===== config.mk =====
export PLATFORM = sky130hd
export DESIGN_NAME = stream_delta_decoder
export DESIGN_NICKNAME = d
export VERILOG_FILES = /design/src/rtl/stream_delta_decoder.sv
export SDC_FILE = /design/constraint.sdc
export NUM_CORES = 1
export LEC_CHECK = 0
export BUFFER_PORTS_ARGS = -buffer_cell sky130_fd_sc_hd__buf_2
export CAP_MARGIN = 0
export CORE_AREA = 4 4 109 111
export DETAILED_ROUTE_END_ITERATION = 10
export DIE_AREA = 0 0 113 115
export PLACE_DENSITY = 0.76
export SKIP_CTS_REPAIR_TIMING = 1
export SLEW_MARGIN = 20
export SYNTH_ARGS = -nofsm -noshare
export SYNTH_HDL_FRONTEND = slang
export SYNTH_SLANG_ARGS = --single-unit

===== constraint.sdc =====
create_clock -name clk -period 3.17 [get_ports clk]
set_clock_uncertainty 0.2 [all_clocks]
set_input_delay 0 -clock clk [delete_from_list [all_inputs] [get_ports clk]]
set_output_delay 0 -clock clk [all_outputs]
set_load 0.01 [all_outputs]

===== src/rtl/stream_delta_decoder.sv =====
// ============================================================================
// Module   : stream_delta_decoder
// Purpose  : Inverse of the running-sum stream kernel. Each accepted 32-bit
//            cumulative-sum word x is turned into x - prev (modulo 2^W) and
//            pushed into a 2-entry output buffer that decouples the input and
//            output handshakes (no combinational path s1o_rdy -> s1i_rdy).
// Options  : define STREAM_DELTA_WORDCOUNT_EN to add the 32-bit word_count
//            output counting output transfers.
// Revision : 1.0 - initial release
// ============================================================================
`default_nettype none

module stream_delta_decoder #(
  parameter int W = 32
) (
  input  logic         clk,
  input  logic         rst,
  input  logic         s1i_valid,
  output logic         s1i_rdy,
  input  logic [W-1:0] s1i_data,
  output logic         s1o_valid,
  input  logic         s1o_rdy,
  output logic [W-1:0] s1o_data
`ifdef STREAM_DELTA_WORDCOUNT_EN
  ,
  output logic [31:0]  word_count
`endif
);

  // Predecessor word, buffer entries (head is the one presented downstream)
  // and buffer occupancy in {0,1,2}.
  logic [W-1:0] prev_q, prev_d;
  logic [W-1:0] head_q, head_d;
  logic [W-1:0] tail_q, tail_d;
  logic [1:0]   cnt_q,  cnt_d;

  logic         push;
  logic         pop;
  logic [W-1:0] delta;

  // Handshake outputs come from registered occupancy only; rst gates the
  // input ready so nothing is accepted while the block is being cleared.
  assign s1i_rdy   = (cnt_q != 2'd2) && !rst;
  assign s1o_valid = (cnt_q != 2'd0);
  assign s1o_data  = head_q;

  assign push  = s1i_valid && s1i_rdy;
  assign pop   = s1o_valid && s1o_rdy;
  assign delta = s1i_data - prev_q;

  // Next-state for predecessor, buffer entries and occupancy.
  always_comb begin
    prev_d = prev_q;
    head_d = head_q;
    tail_d = tail_q;
    cnt_d  = cnt_q;

    if (push) begin
      prev_d = s1i_data;
    end

    case ({push, pop})
      2'b10: begin
        // Push only: new word lands in the first free slot.
        cnt_d = cnt_q + 2'd1;
        if (cnt_q == 2'd0) begin
          head_d = delta;
        end else begin
          tail_d = delta;
        end
      end
      2'b01: begin
        // Pop only: surviving entry (if any) moves to the head.
        cnt_d  = cnt_q - 2'd1;
        head_d = tail_q;
      end
      2'b11: begin
        // Push and pop: occupancy unchanged, new word goes behind the
        // surviving entry (or becomes head when the buffer held one word).
        if (cnt_q == 2'd1) begin
          head_d = delta;
        end else begin
          head_d = tail_q;
          tail_d = delta;
        end
      end
      default: begin
      end
    endcase
  end

  // State registers with synchronous reset; reset discards buffered words.
  always_ff @(posedge clk) begin
    if (rst) begin
      prev_q <= '0;
      head_q <= '0;
      tail_q <= '0;
      cnt_q  <= 2'd0;
    end else begin
      prev_q <= prev_d;
      head_q <= head_d;
      tail_q <= tail_d;
      cnt_q  <= cnt_d;
    end
  end

`ifdef STREAM_DELTA_WORDCOUNT_EN
  logic [31:0] wcnt_q, wcnt_d;

  // Output-transfer counter, wraps naturally at 2^32.
  always_comb begin
    wcnt_d = wcnt_q + {31'd0, pop};
  end

  // Counter register, cleared by reset.
  always_ff @(posedge clk) begin
    if (rst) begin
      wcnt_q <= 32'd0;
    end else begin
      wcnt_q <= wcnt_d;
    end
  end

  assign word_count = wcnt_q;
`endif

endmodule

`default_nettype wire


# Word-level counts from Yosys, hierarchy flattened
# Index checks and enable logic that the tools add are counted.
classes:
  n_eq_ne: 8
  n_reduce_logical: 11
  muxes: 7
  n_addsub: 3
op_table:
  columns: ["cell", "n"]
  rows:
  - ["32-bit two-way mux", 4]
  - ["32-bit case mux with 3 select lines", 1]
  - ["32-bit case mux with 2 select lines", 1]
  - ["32-bit subtractor", 1]
  - ["2-bit != test (second input constant)", 4]
  - ["2-bit nonzero test", 3]
  - ["2-bit by 1-bit equality test with 1-bit output (second input constant)", 2]
  - ["2-bit equality test (second input constant)", 2]
  - ["2-bit case mux with 2 select lines", 1]
  - ["1-bit logical AND", 3]
  - ["3-bit AND reduction", 1]
  - ["3-bit nonzero test", 1]
  - ["2-bit by 1-bit adder with 2-bit output (second input constant)", 1]
  - ["2-bit logical NOT", 1]
  - ["2-bit AND reduction", 1]
  - ["2-bit by 1-bit subtractor with 2-bit output (second input constant)", 1]
  - ["1-bit logical NOT", 1]
word_totals:
  in_bits: 36
  elab_cells: 33
  output_inout_bits: 34
  regBits: 98

# Longest topological paths before layout
# Gate-level depths: netlist of the first run.
logic_depth:
  word_depth: 6
  depth_mapped: 15
  ltp_nobuf: 12

# Least setup slack after synthesis of the first run
# Ideal clock, no wire load.
synth_timing:
  path_type: "register to register"
  startpoint: "register cnt_q[0]"
  endpoint: "register head_q[20], in the netlist s1o_data[20]"
  period_less_slack_ns: 3.322
  path_slack_ns: -0.152
  required_time_ns: 2.896
  arrival_time_ns: 3.048
  setup_ns: 0.074
  path_buffers: 5
  path_stages_with_launch: 15
  cell_sequence: "dfxtp_1 > inv_1 > ha_1 > nor2_1 > and2_1 > clkbuf_1 > clkbuf_1 > clkbuf_1 > ha_1 > a21oi_1 > nor2_1 > clkbuf_1 > clkbuf_1 > a21oi_1 > a31oi_1"
synth_between:
  elab_chain_cells: 6
  word_cells_on_any_way: 15
  cone_classes: "6 x eq/ne; 2 x mux; 7 x reduce/logical"
synth_lines:
  columns: ["element", "line", "text"]
  rows:
  - ["start: declaration", "35", "logic [1:0] cnt_q, cnt_d;"]
  - ["start signal: assignment", "103", "cnt_q <= cnt_d;"]
  - ["2-bit != test *", "43", "assign s1i_rdy = (cnt_q != 2'd2) && !rst;"]
  - ["1-bit logical AND *", "43", null]
  - ["named net s1i_rdy", "19", "output logic s1i_rdy,"]
  - ["1-bit logical AND *", "47", "assign push = s1i_valid && s1i_rdy;"]
  - ["named net push", "37", "logic push;"]
  - ["2-bit equality test / 2-bit by 1-bit equality test with 1-bit output (equally long branches)", "62", "case ({push, pop})"]
  - ["2-bit != test (no line) / 3-bit nonzero test (equally long branches)", null, null]
  - ["2-bit AND reduction (no line)", null, null]
  - ["end signal: assignment", "96", "head_q <= '0;"]
  - ["end signal: assignment", "101", "head_q <= head_d;"]
  - ["end: declaration", "33", "logic [W-1:0] head_q, head_d;"]
# Mark *: on every way through the listed nets, which the timed path passes. The rest lies on a longest branch.
# A chain may end at the register's enable or synchronous reset.

# Final worst setup path of the first run
layout_timing:
  startpoint: "register prev_q[0]"
  endpoint: "register head_q[24], in the netlist s1o_data[24]"
layout_between:
  elab_chain_cells: 3
  word_cells_on_any_way: 4
  cone_classes: "1 x add/sub; 3 x mux"
layout_lines:
  columns: ["element", "line", "text"]
  rows:
  - ["start: declaration", "32", "logic [W-1:0] prev_q, prev_d;"]
  - ["start signal: assignment", "100", "prev_q <= prev_d;"]
  - ["32-bit subtractor *", "49", "assign delta = s1i_data - prev_q;"]
  - ["32-bit two-way mux, on equally long branches", "80, 66", null]
  - ["32-bit case mux with 3 select lines *", "62", null]
# Every way passes the cells marked *; elsewhere a longest branch is shown, timed or not. The select of a mux whose other input is x is not followed.

==> metrics.md, run 1 <==
| Metric | Value |
|---|---|
| Number of DRC markers in iteration 0 | `458` |
| CTS sink cnt | `approximately 100` |
| MaxCap Viol Count | `0` |
| Hold Vio Cnt, Final | `1` |
| Worst setup EP type | `flip-flop` |
| Total wire length | `15.7 mm` |
| Sequential share of the synthesized area | `0.344` |
| DIE HEIGHT | `115 um` |
| Synth Area in XOR/XNOR | `0.0369` |
| Drt first pass iters | `5` |
| Number of synthesized flops with an enable pin | `0` |
| # nets final | `884` |
| Met2 WL | `7.20 mm` |
| Post-synth ARST share | `0` |
| Critical Path Fanout Max | `4` |
| Root Buffer Master | `clkbuf_8` |
| Die width | `113 um` |
| Number of port buffers | `69` |
| Initial Utilization | `0.528` |
| Ys flop type | `dfxtp_1` |
| H-tree levels | `3` |
| Yosys Warn Count | `0` |
| Initial antenna violation count | `0` |
| Cell count after synthesis | `731` |
| Worst endpoint data arrival time | `about 3.0 ns` |
| Commonest non-fill, non-tap cell in the layout | `nand2_1` |
| First-pass GRT wire length | `25.4 mm` |
| Yosys cell types | `60` |
| Grt ovf | `0` |
| P per Cell Area | `757 mW/mm^2` |
| Clock tree buffer depth | `2` |
| DR top layer | `met4` |
| Routed wl met3 | `approximately 1 mm` |
| Largest net degree at the start of global routing | `74` |
| Failing checks | `hold timing` |
| Synth Area in Simple Gates | `0.188` |
| Final period utilization | `0.925` |
| Final Setup Violations | `0` |
| Worst-margin pin slew | `0.811 ns` |
| Yosys top cell by area | `dfxtp_1` |
| Rel. slew slack | `0.459` |
| Antenna cells | `0` |
| Area share of the largest cell type after synthesis | `0.344` |
| HPWL after DPL | `~11 mm` |
| Area Overhead vs Synth | `17.4%` |
| Core footprint | `roughly 0.011 mm^2` |
| Num CTS Buffers | `9` |
| DIE AREA | `0.0130 mm^2` |
| Main combinational cell family by area after synthesis | `compound AO/OA/AOI/OAI gates` |
| DRC Markers | `0` |
| M1 wire length | `7.18 mm` |
| Post-DR vias/cell | `5.87` |
| Hold WS | `-0.00562 ns` |
| GP Congestion | `0.961` |
| Via count | `5598` |
| Fill cells | `~950` |
| GRT Total Usage | `0.239` |
| Synthesized Nets | `806` |
| Post-synthesis mux area share | `0.0108` |
| Hold Path Class | `in2reg` |
| Worst Path Required | `3.21 ns` |
| Lkg Pwr | `2.77 nW` |
| CP Class | `reg2reg` |
| Worst VDD drop | `roughly 0.35 mV` |
| TritonCTS clock tree | `yes` |
| Fin Setup TNS | `0 ns` |
| #FFs+latches synth | `98` |
| Post-Synth Adder-Cell Area | `0.0870` |
| Area contributors post-synth | `dfxtp_1, ha_1, nand2_1, a21oi_1, o31ai_1` |
| Complex-gate fraction of the synthesized area | `0.273` |
| RSZ-0062 raised after global routing | `no` |
| Number of routed nets with antenna violations | `0` |
| Worst-path clk slew | `~0.10 ns` |
| Mean Syn Cell Area | `7.79 um^2` |
| Critical Path Source Type | `flip-flop` |
| Peak Freq | `341 MHz` |
| Proportion of layout cells with a drive suffix above 1 | `0.139` |
| Min cycle time layout | `2.93 ns` |
| Row cnt | `38` |
| Vias in the first global route | `5138` |
| Ports | `70` |
| Final Max Tran Viols | `0` |
| Routed len/inst | `roughly 16 um` |
| Post-Syn Area | `0.00570 mm^2` |
| Worst-Skew Late Latency | `0.39 ns` |
| Commonest cells after routing, fill and taps aside | `nand2_1, dfxtp_1, buf_2` |
| Status | `finished with violations` |
## synthesized netlist by cell type (2+ instances only)
cell	instances
nor3_1	20
o31a_1	4
nand2_1	109
o21ai_0	28
a221oi_1	15
o21a_1	7
mux2i_1	5
inv_1	42
nor2_1	57
ha_1	38
xnor2_1	10
dfxtp_1	98
clkbuf_1	43
o21bai_1	6
a22oi_1	4
nand4_1	11
o211ai_1	3
o21ai_1	17
o22ai_1	2
xor2_1	14
a21oi_1	61
nand2b_1	2
o31ai_1	33
a21boi_0	2
or3_1	5
a31oi_1	8
a221o_1	3
nand3_1	17
and3_1	7
nor4_1	2
a311oi_2	2
a21o_1	15
and2_1	4
a211oi_1	8
nor2b_1	4
## final cells by class
type | instances | area, um^2 | share of cell area
Clock buffer | 10 | 138 | 0.0206
Inverter | 42 | 158 | 0.0236
Multi-Input combinational cell | 545 | 3410 | 0.510
Timing Repair Buffer | 113 | 768 | 0.115
Sequential cell | 98 | 1960 | 0.293
Clock inverter | 6 | 73.8 | 0.0110
Tap cell | 140 | 175 | 0.0262
## power by group
group / leakage, nW / internal (W) / switching, W
sequential: 0.806 / 0.00157 / 0.000158
clock: 0.107 / 0.000395 / 0.000485
combinational: 1.86 / 0.000916 / 0.00154
total: 2.77 / 0.00288 / 0.00218
## through the flow
| stage | instance area (um^2) | total power [W] | setup slack, ns | utilization | std cells |
|---|---|---|---|---|---|
| after CTS | 6360 | 0.00502 | 0.253 | 0.590 | 922 |
| after floorplan | 5700 | 0.00340 | 0.0353 | - | 731 |
| after detailed placement | 6150 | 0.00414 | 0.283 | 0.570 | 906 |
| after global routing | 6690 | 0.00545 | 0.0261 | 0.619 | 954 |
| after global placement | 6150 | 0.00407 | 0.351 | 0.570 | 906 |
| final | 6690 | 0.00506 | 0.239 | 0.619 | 954 |
## layer usage
| metal | GRT usage | vias up |
|---|---|---|
| met2 | 0.376 | 181 |
| met3 | 0.0347 | 21 |
| li1 | - | 2761 |
| met5 | 0 | - |
| met4 | 0.0881 | 0 |
| met1 | 0.335 | 2635 |
## critical path: stages, from the launching register on
cell	delay (ns)
dfxtp_1	0.35
ha_1	0.21
fa_1	0.40
nor2b_1	0.16
o31a_1	0.18
o31a_1	0.25
o31ai_2	0.12
a2111oi_0	0.55
a211oi_2	0.11
mux2i_1	0.18
a21oi_1	0.08
## worst paths after layout
| check | slack [ns] | start | to | cells after the start |
|---|---|---|---|---|
| worst max-delay path | 0.24 | prev_q[0]$_SDFFE_PP0P_ | s1o_data[24]$_SDFFE_PP0P_ | 10 |
| worst min register to register | 0.26 | tail_q[26]$_SDFFE_PP0P_ | s1o_data[26]$_SDFFE_PP0P_ | 2 |
| worst min-delay path | -0.006 | s1o_rdy | s1o_data[31]$_SDFFE_PP0P_ | 5 |
| worst max register to register | 0.24 | prev_q[0]$_SDFFE_PP0P_ | s1o_data[24]$_SDFFE_PP0P_ | 10 |
## registers in the layout, indices dropped and copies added, names as in the netlist
signal / count
s1o_data: 32
prev_q: 32
cnt_q: 2
tail_q: 32
## logic make-up after synthesis
group | count (synthesis)
buffers and inverters | 88
AND/OR/NAND/NOR | 243
AO/OA/AOI/OAI | 233
multiplexers | 6
XOR/XNOR | 24
flip-flops | 98
adder cells (fa/ha/maj) | 39
Power figures use the tool's default switching activity.
==> run 2, diff against run 1 <==
PLACE_DENSITY = 0.87   (was 0.76)
==> metrics.md, run 2 (synthesis results as in run 1) <==
| Metric | Value |
|---|---|
| Status | `finished clean` |
| Final Setup Violations | `0 (unchanged)` |
| Sequential power share | `0.341 (about the same)` |
| Worst-Skew Late Latency | `0.39 ns (about the same)` |
| Critical Path Fanout Max | `4 (unchanged)` |
| Hold path cells | `5 (unchanged)` |
| Core footprint | `0.0108 mm^2 (unchanged)` |
| CTS sink cnt | `98 (unchanged)` |
| Row cnt | `38 (unchanged)` |
| Critical Path Source Type | `flip-flop` |
| Worst Path Required | `3.21 ns (about the same)` |
| Fin Setup TNS | `0 ns (unchanged)` |
| # nets final | `885 (+0.11%)` |
| GRT Total Usage | `0.219 (-0.0203)` |
| Hold Path Class | `in2reg` |
| Post-DR vias/cell | `5.81 (-0.96%)` |
| Min cycle time layout | `2.94 ns (+0.00782 ns)` |
| Number of DRC markers in iteration 0 | `597 (+30%)` |
| Largest net degree at the start of global routing | `74 (unchanged)` |
| Comb pwr share | `0.483 (-0.002)` |
| Grt ovf | `0 (unchanged)` |
| Clock tree buffer depth | `2 (unchanged)` |
| Total wire length | `14.5 mm (-7.7%)` |
| Worst-path clk slew | `0.10 ns (about the same)` |
| Post-Layout Cell Count | `955 (+0.10%)` |
| R2R depth | `10 (unchanged)` |
| Sw Ratio | `0.428 (-0.00300)` |
| Clk network pwr share | `0.176 (+0.002)` |
| Drt first pass iters | `5 (unchanged)` |
| Final period utilization | `0.927 (+0.00247)` |
| Sw power | `0.00217 W (-0.64%)` |
| Area Overhead vs Synth | `18.1%` |
| GP Congestion | `0.962 (+0.11%)` |
| Die width | `113 um (unchanged)` |
| CP Class | `reg2reg` |
| Proportion of layout cells with a drive suffix above 1 | `0.139 (-0.000170)` |
| Number of port buffers | `69 (unchanged)` |
| Lkg Pwr | `2.79 nW (+0.51%)` |
| First-pass GRT wire length | `23.5 mm (-7.3%)` |
| Hold Vio Cnt, Final | `0 (-1)` |
| Placed insts | `905 (-0.11%)` |
| Initial Utilization | `0.528 (unchanged)` |
| Vias in the first global route | `4835 (-5.9%)` |
| HPWL after DPL | `9.99 mm (-8.8%)` |
| Root Buffer Master | `clkbuf_8` |
| P per Cell Area | `753 mW/mm^2 (-0.56%)` |
| DIE AREA | `0.0130 mm^2 (unchanged)` |
| Final Max Tran Viols | `0 (unchanged)` |
| Worst setup EP type | `flip-flop` |
| RSZ-0062 raised after global routing | `no` |
| Initial antenna violation count | `0 (unchanged)` |
| Reg2Reg Setup Slack | `0.23 ns (about the same)` |
| H-tree levels | `3 (unchanged)` |
| Routed len/inst | `15.2 um (-7.8%)` |
| Ports | `70 (unchanged)` |
| Hold WS | `0.0448 ns (+0.0504 ns)` |
| Commonest non-fill, non-tap cell in the layout | `nand2_1` |
| Commonest cells after routing, fill and taps aside | `nand2_1, dfxtp_1, buf_2` |
| Worst-margin pin slew | `0.795 ns (-0.0158 ns)` |
| Internal power | `0.00290 W (+0.58%)` |
| Peak Freq | `340 MHz (-0.27%)` |
| TritonCTS clock tree | `yes` |
| Worst VDD drop | `0.410 mV (+18%)` |
| Antenna cells | `0 (unchanged)` |
| Via count | `5550 (-0.86%)` |
| Rel. slew slack | `0.470 (+0.0105)` |
| Worst endpoint data arrival time | `2.98 ns (about the same)` |
| Fill cells | `901 (-5.6%)` |
| MaxCap Viol Count | `0 (unchanged)` |
| Number of routed nets with antenna violations | `0 (unchanged)` |
| DRC Markers | `0 (unchanged)` |
| DIE HEIGHT | `115 um (unchanged)` |
| Num CTS Buffers | `9 (unchanged)` |
-- run 2: layout make-up --
class | instances | area, um^2 | area share
clock inverter | 7 | 98.8 | 0.0147
tap | 140 | 175 | 0.0260
sequential | 98 | 1960 | 0.292
inverter | 42 | 158 | 0.0234
timing repair buffer | 114 | 793 | 0.118
multi-input combinational | 545 | 3420 | 0.508
clock buffer | 9 | 124 | 0.0184
-- run 2: power groups by stage --
stage | Combinational (W) | Sequential (W) | Clock, W
2_1_floorplan | 0.00159 | 0.00181 | 0
3_3_place_gp | 0.00233 | 0.00174 | 0
3_5_place_dp | 0.00235 | 0.00175 | 0
4_1_cts | 0.00238 | 0.00172 | 0.000896
5_1_grt | 0.00273 | 0.00176 | 0.000954
6_report | 0.00245 | 0.00173 | 0.000891
-- run 2: final timing paths --
path	startpoint	endpoint
worst max-delay path	prev_q[0]$_SDFFE_PP0P_	s1o_data[24]$_SDFFE_PP0P_
worst min-delay path	s1o_rdy	s1o_data[31]$_SDFFE_PP0P_
worst min register to register	tail_q[26]$_SDFFE_PP0P_	tail_q[26]$_SDFFE_PP0P_
worst max register to register	prev_q[0]$_SDFFE_PP0P_	s1o_data[24]$_SDFFE_PP0P_
-- run 2: routing by layer --
metal	wire length (um)	global-route usage	up-vias
met1	6820	0.326	2540
li1	-	-	2772
met3	1010	0.0342	34
met2	6310	0.319	204
met5	0	0	-
met4	340	0.0793	0
-- run 2: metrics by stage --
stage | power, W | utilization | instance area, um^2 | setup slack (ns)
6_report | 0.00507 | 0.623 | 6730 | 0.231
3_5_place_dp | 0.00410 | 0.571 | 6160 | 0.270
3_3_place_gp | 0.00407 | 0.571 | 6160 | 0.377
5_1_grt | 0.00545 | 0.623 | 6730 | 0.0540
4_1_cts | 0.00500 | 0.591 | 6380 | 0.231
2_1_floorplan | 0.00340 | - | 5700 | 0.0353
-- run 2: critical path, stage by stage, from the launching register on --
cell and delay, ns:
dfxtp_1 0.34, ha_1 0.19, fa_1 0.40, nor2b_1 0.18, o31a_1 0.19, o31a_1 0.24, o31ai_2 0.12, a2111oi_0 0.57
a211oi_2 0.11, mux2i_1 0.18, a21oi_1 0.08
==> run 3, diff against run 2 <==
CAP_MARGIN = 20   (was 0)
CORE_AREA = 10 10 115 117   (was 4 4 109 111)
DIE_AREA = 0 0 125 127   (was 0 0 113 115)
==> metrics.md, run 3 (synthesis results as in run 1) <==
| Metric | Value |
|---|---|
| Worst Path Required | `3.25 ns (+0.04 ns)` |
| Final Setup Violations | `0 (unchanged)` |
| Placed instance area | `0.00617 mm^2 (+0.22%)` |
| CP endpoint | `s1o_data[26]$_SDFFE_PP0P_` |
| TritonCTS clock tree | `yes` |
| # nets final | `889 (+0.45%)` |
| Fin Setup TNS | `0 ns (unchanged)` |
| Initial Utilization | `0.512 (-0.0158)` |
| First-pass GRT wire length | `24.9 mm (+5.9%)` |
| Commonest non-fill, non-tap cell in the layout | `nand2_1` |
| Worst VDD drop | `0.409 mV (-0.24%)` |
| H-tree levels | `3 (unchanged)` |
| Initial antenna violation count | `0 (unchanged)` |
| DIE HEIGHT | `127 um (+10%)` |
| Row cnt | `39 (+2.6%)` |
| Routed len/inst | `15.9 um (+4.9%)` |
| Worst flop-to-flop path startpoint | `prev_q[0]$_SDFFE_PP0P_` |
| Number of routed nets with antenna violations | `0 (unchanged)` |
| Total wire length | `15.3 mm (+5.6%)` |
| Worst-margin pin slew | `0.800 ns (+0.00472 ns)` |
| Reg2Reg Capture Point | `s1o_data[26]$_SDFFE_PP0P_` |
| Peak Freq | `339 MHz (-0.23%)` |
| Design area | `0.00682 mm^2 (+1.4%)` |
| GP Congestion | `0.920 (-4.3%)` |
| CP Class | `reg2reg` |
| Commonest cells after routing, fill and taps aside | `nand2_1, dfxtp_1, buf_2` |
| Hold Vio Cnt, Final | `0 (unchanged)` |
| Critical Path Source Type | `flip-flop` |
| Grt ovf | `0 (unchanged)` |
| CTS sink cnt | `98 (unchanged)` |
| Worst-path clk slew | `0.07 ns (-0.03 ns)` |
| HPWL after DPL | `10.7 mm (+7.0%)` |
| Num CTS Buffers | `9 (unchanged)` |
| Status | `finished clean` |
| Antenna cells | `0 (unchanged)` |
| Proportion of layout cells with a drive suffix above 1 | `0.139 (+0.000714)` |
| Final period utilization | `0.929 (+0.00209)` |
| Worst endpoint data arrival time | `3.03 ns (+0.05 ns)` |
| DRC Markers | `0 (unchanged)` |
| Worst setup EP type | `flip-flop` |
| Area Overhead vs Synth | `19.8%` |
| Lkg Pwr | `2.83 nW (+1.5%)` |
| Drt first pass iters | `5 (unchanged)` |
| Via count | `5666 (+2.1%)` |
| RSZ-0062 raised after global routing | `no` |
| Number of port buffers | `69 (unchanged)` |
| Post-DR vias/cell | `5.90 (+1.5%)` |
| MaxCap Viol Count | `0 (unchanged)` |
| Min cycle time layout | `2.95 ns (+0.00663 ns)` |
| Clock tree buffer depth | `2 (unchanged)` |
| Critical Path Fanout Max | `4 (unchanged)` |
| Vias in the first global route | `5107 (+5.6%)` |
| DIE AREA | `0.0159 mm^2 (+22%)` |
| Worst-Skew Late Latency | `0.35 ns (-0.04 ns)` |
| R2R depth | `10 (unchanged)` |
| Number of DRC markers in iteration 0 | `567 (-5.0%)` |
| Ports | `70 (unchanged)` |
| Final Max Tran Viols | `0 (unchanged)` |
| Largest net degree at the start of global routing | `74 (unchanged)` |
| P per Cell Area | `780 mW/mm^2 (+3.5%)` |
| Hold Path Class | `in2reg` |
| Beginning of the critical path | `prev_q[0]$_SDFFE_PP0P_` |
| Core footprint | `0.0111 mm^2 (+3.1%)` |
| Root Buffer Master | `clkbuf_16` |
| Reg2Reg Setup Slack | `0.22 ns (about the same)` |
| GRT Total Usage | `0.181 (-0.0375)` |
| Rel. slew slack | `0.467 (-0.00315)` |
| Die width | `125 um (+11%)` |
==> run 3: cell count changes in the layout (fill, tap and decap cells not counted), sizes merged <==
| cell | delta |
|---|---|
| clkinv | -2 |
| clkinvlp | +1 |
| buf | +3 |
| dlygate4sd3 | +1 |
==> run 3: layout make-up <==
class	instances	area (um^2)
Clock buffer	9	225
Clock inverter	6	73.8
Fill cell	959	4300
Inverter	42	158
Multi-Input combinational cell	545	3410
Sequential cell	98	1960
Tap cell	143	179
Timing Repair Buffer	118	813
==> run 3: worst max-delay path, cell delays in order, from the launching register on <==
cell and delay (ns):
dfxtp_1 0.33, ha_1 0.19, fa_1 0.42, nor2b_1 0.16, o31a_1 0.19, o31a_1 0.25, o2111ai_2 0.16, a211o_1 0.32
a211oi_1 0.36, a22oi_1 0.12, a21oi_1 0.16
==> run 3: worst min path at each step <==
stage / to / from / cells after the start
2_1_floorplan: s1i_rdy / rst / 1
3_3_place_gp: prev_q[4]$_SDFFE_PP0P_ / s1i_data[4] / 3
3_5_place_dp: prev_q[30]$_SDFFE_PP0P_ / s1i_data[30] / 3
4_1_cts: prev_q[4]$_SDFFE_PP0P_ / s1i_data[4] / 3
5_1_grt: s1i_rdy / rst / 3
6_report: s1o_data[31]$_SDFFE_PP0P_ / s1o_rdy / 5
==> run 3: routing by layer <==
metal / vias to the layer above / global-route usage / part of all wire
met5: - / 0 / 0
met2: 235 / 0.283 / 0.46
met1: 2633 / 0.240 / 0.46
met3: 27 / 0.0405 / 0.071
li1: 2771 / - / -
met4: 0 / 0.0684 / 0.017
==> run 3: through the flow <==
step | power [W] | utilization | hold WS [ns] | worst slack [ns] | std cells
after floorplan | 0.00340 | - | -0.153 | 0.0353 | 731
after global placement | 0.00408 | 0.555 | 0.0149 | 0.387 | 911
after detailed placement | 0.00413 | 0.555 | 0.0163 | 0.298 | 911
after CTS | 0.00526 | 0.582 | -0.344 | 0.282 | 926
after global routing | 0.00569 | 0.613 | 0.0677 | 0.00973 | 961
final | 0.00532 | 0.613 | 0.0231 | 0.224 | 961
==> run 3: report_power, final <==
part | switching, W | internal (W)
Clock | 0.000505 | 0.000619
Combinational | 0.00153 | 0.000943
Sequential | 0.000155 | 0.00157
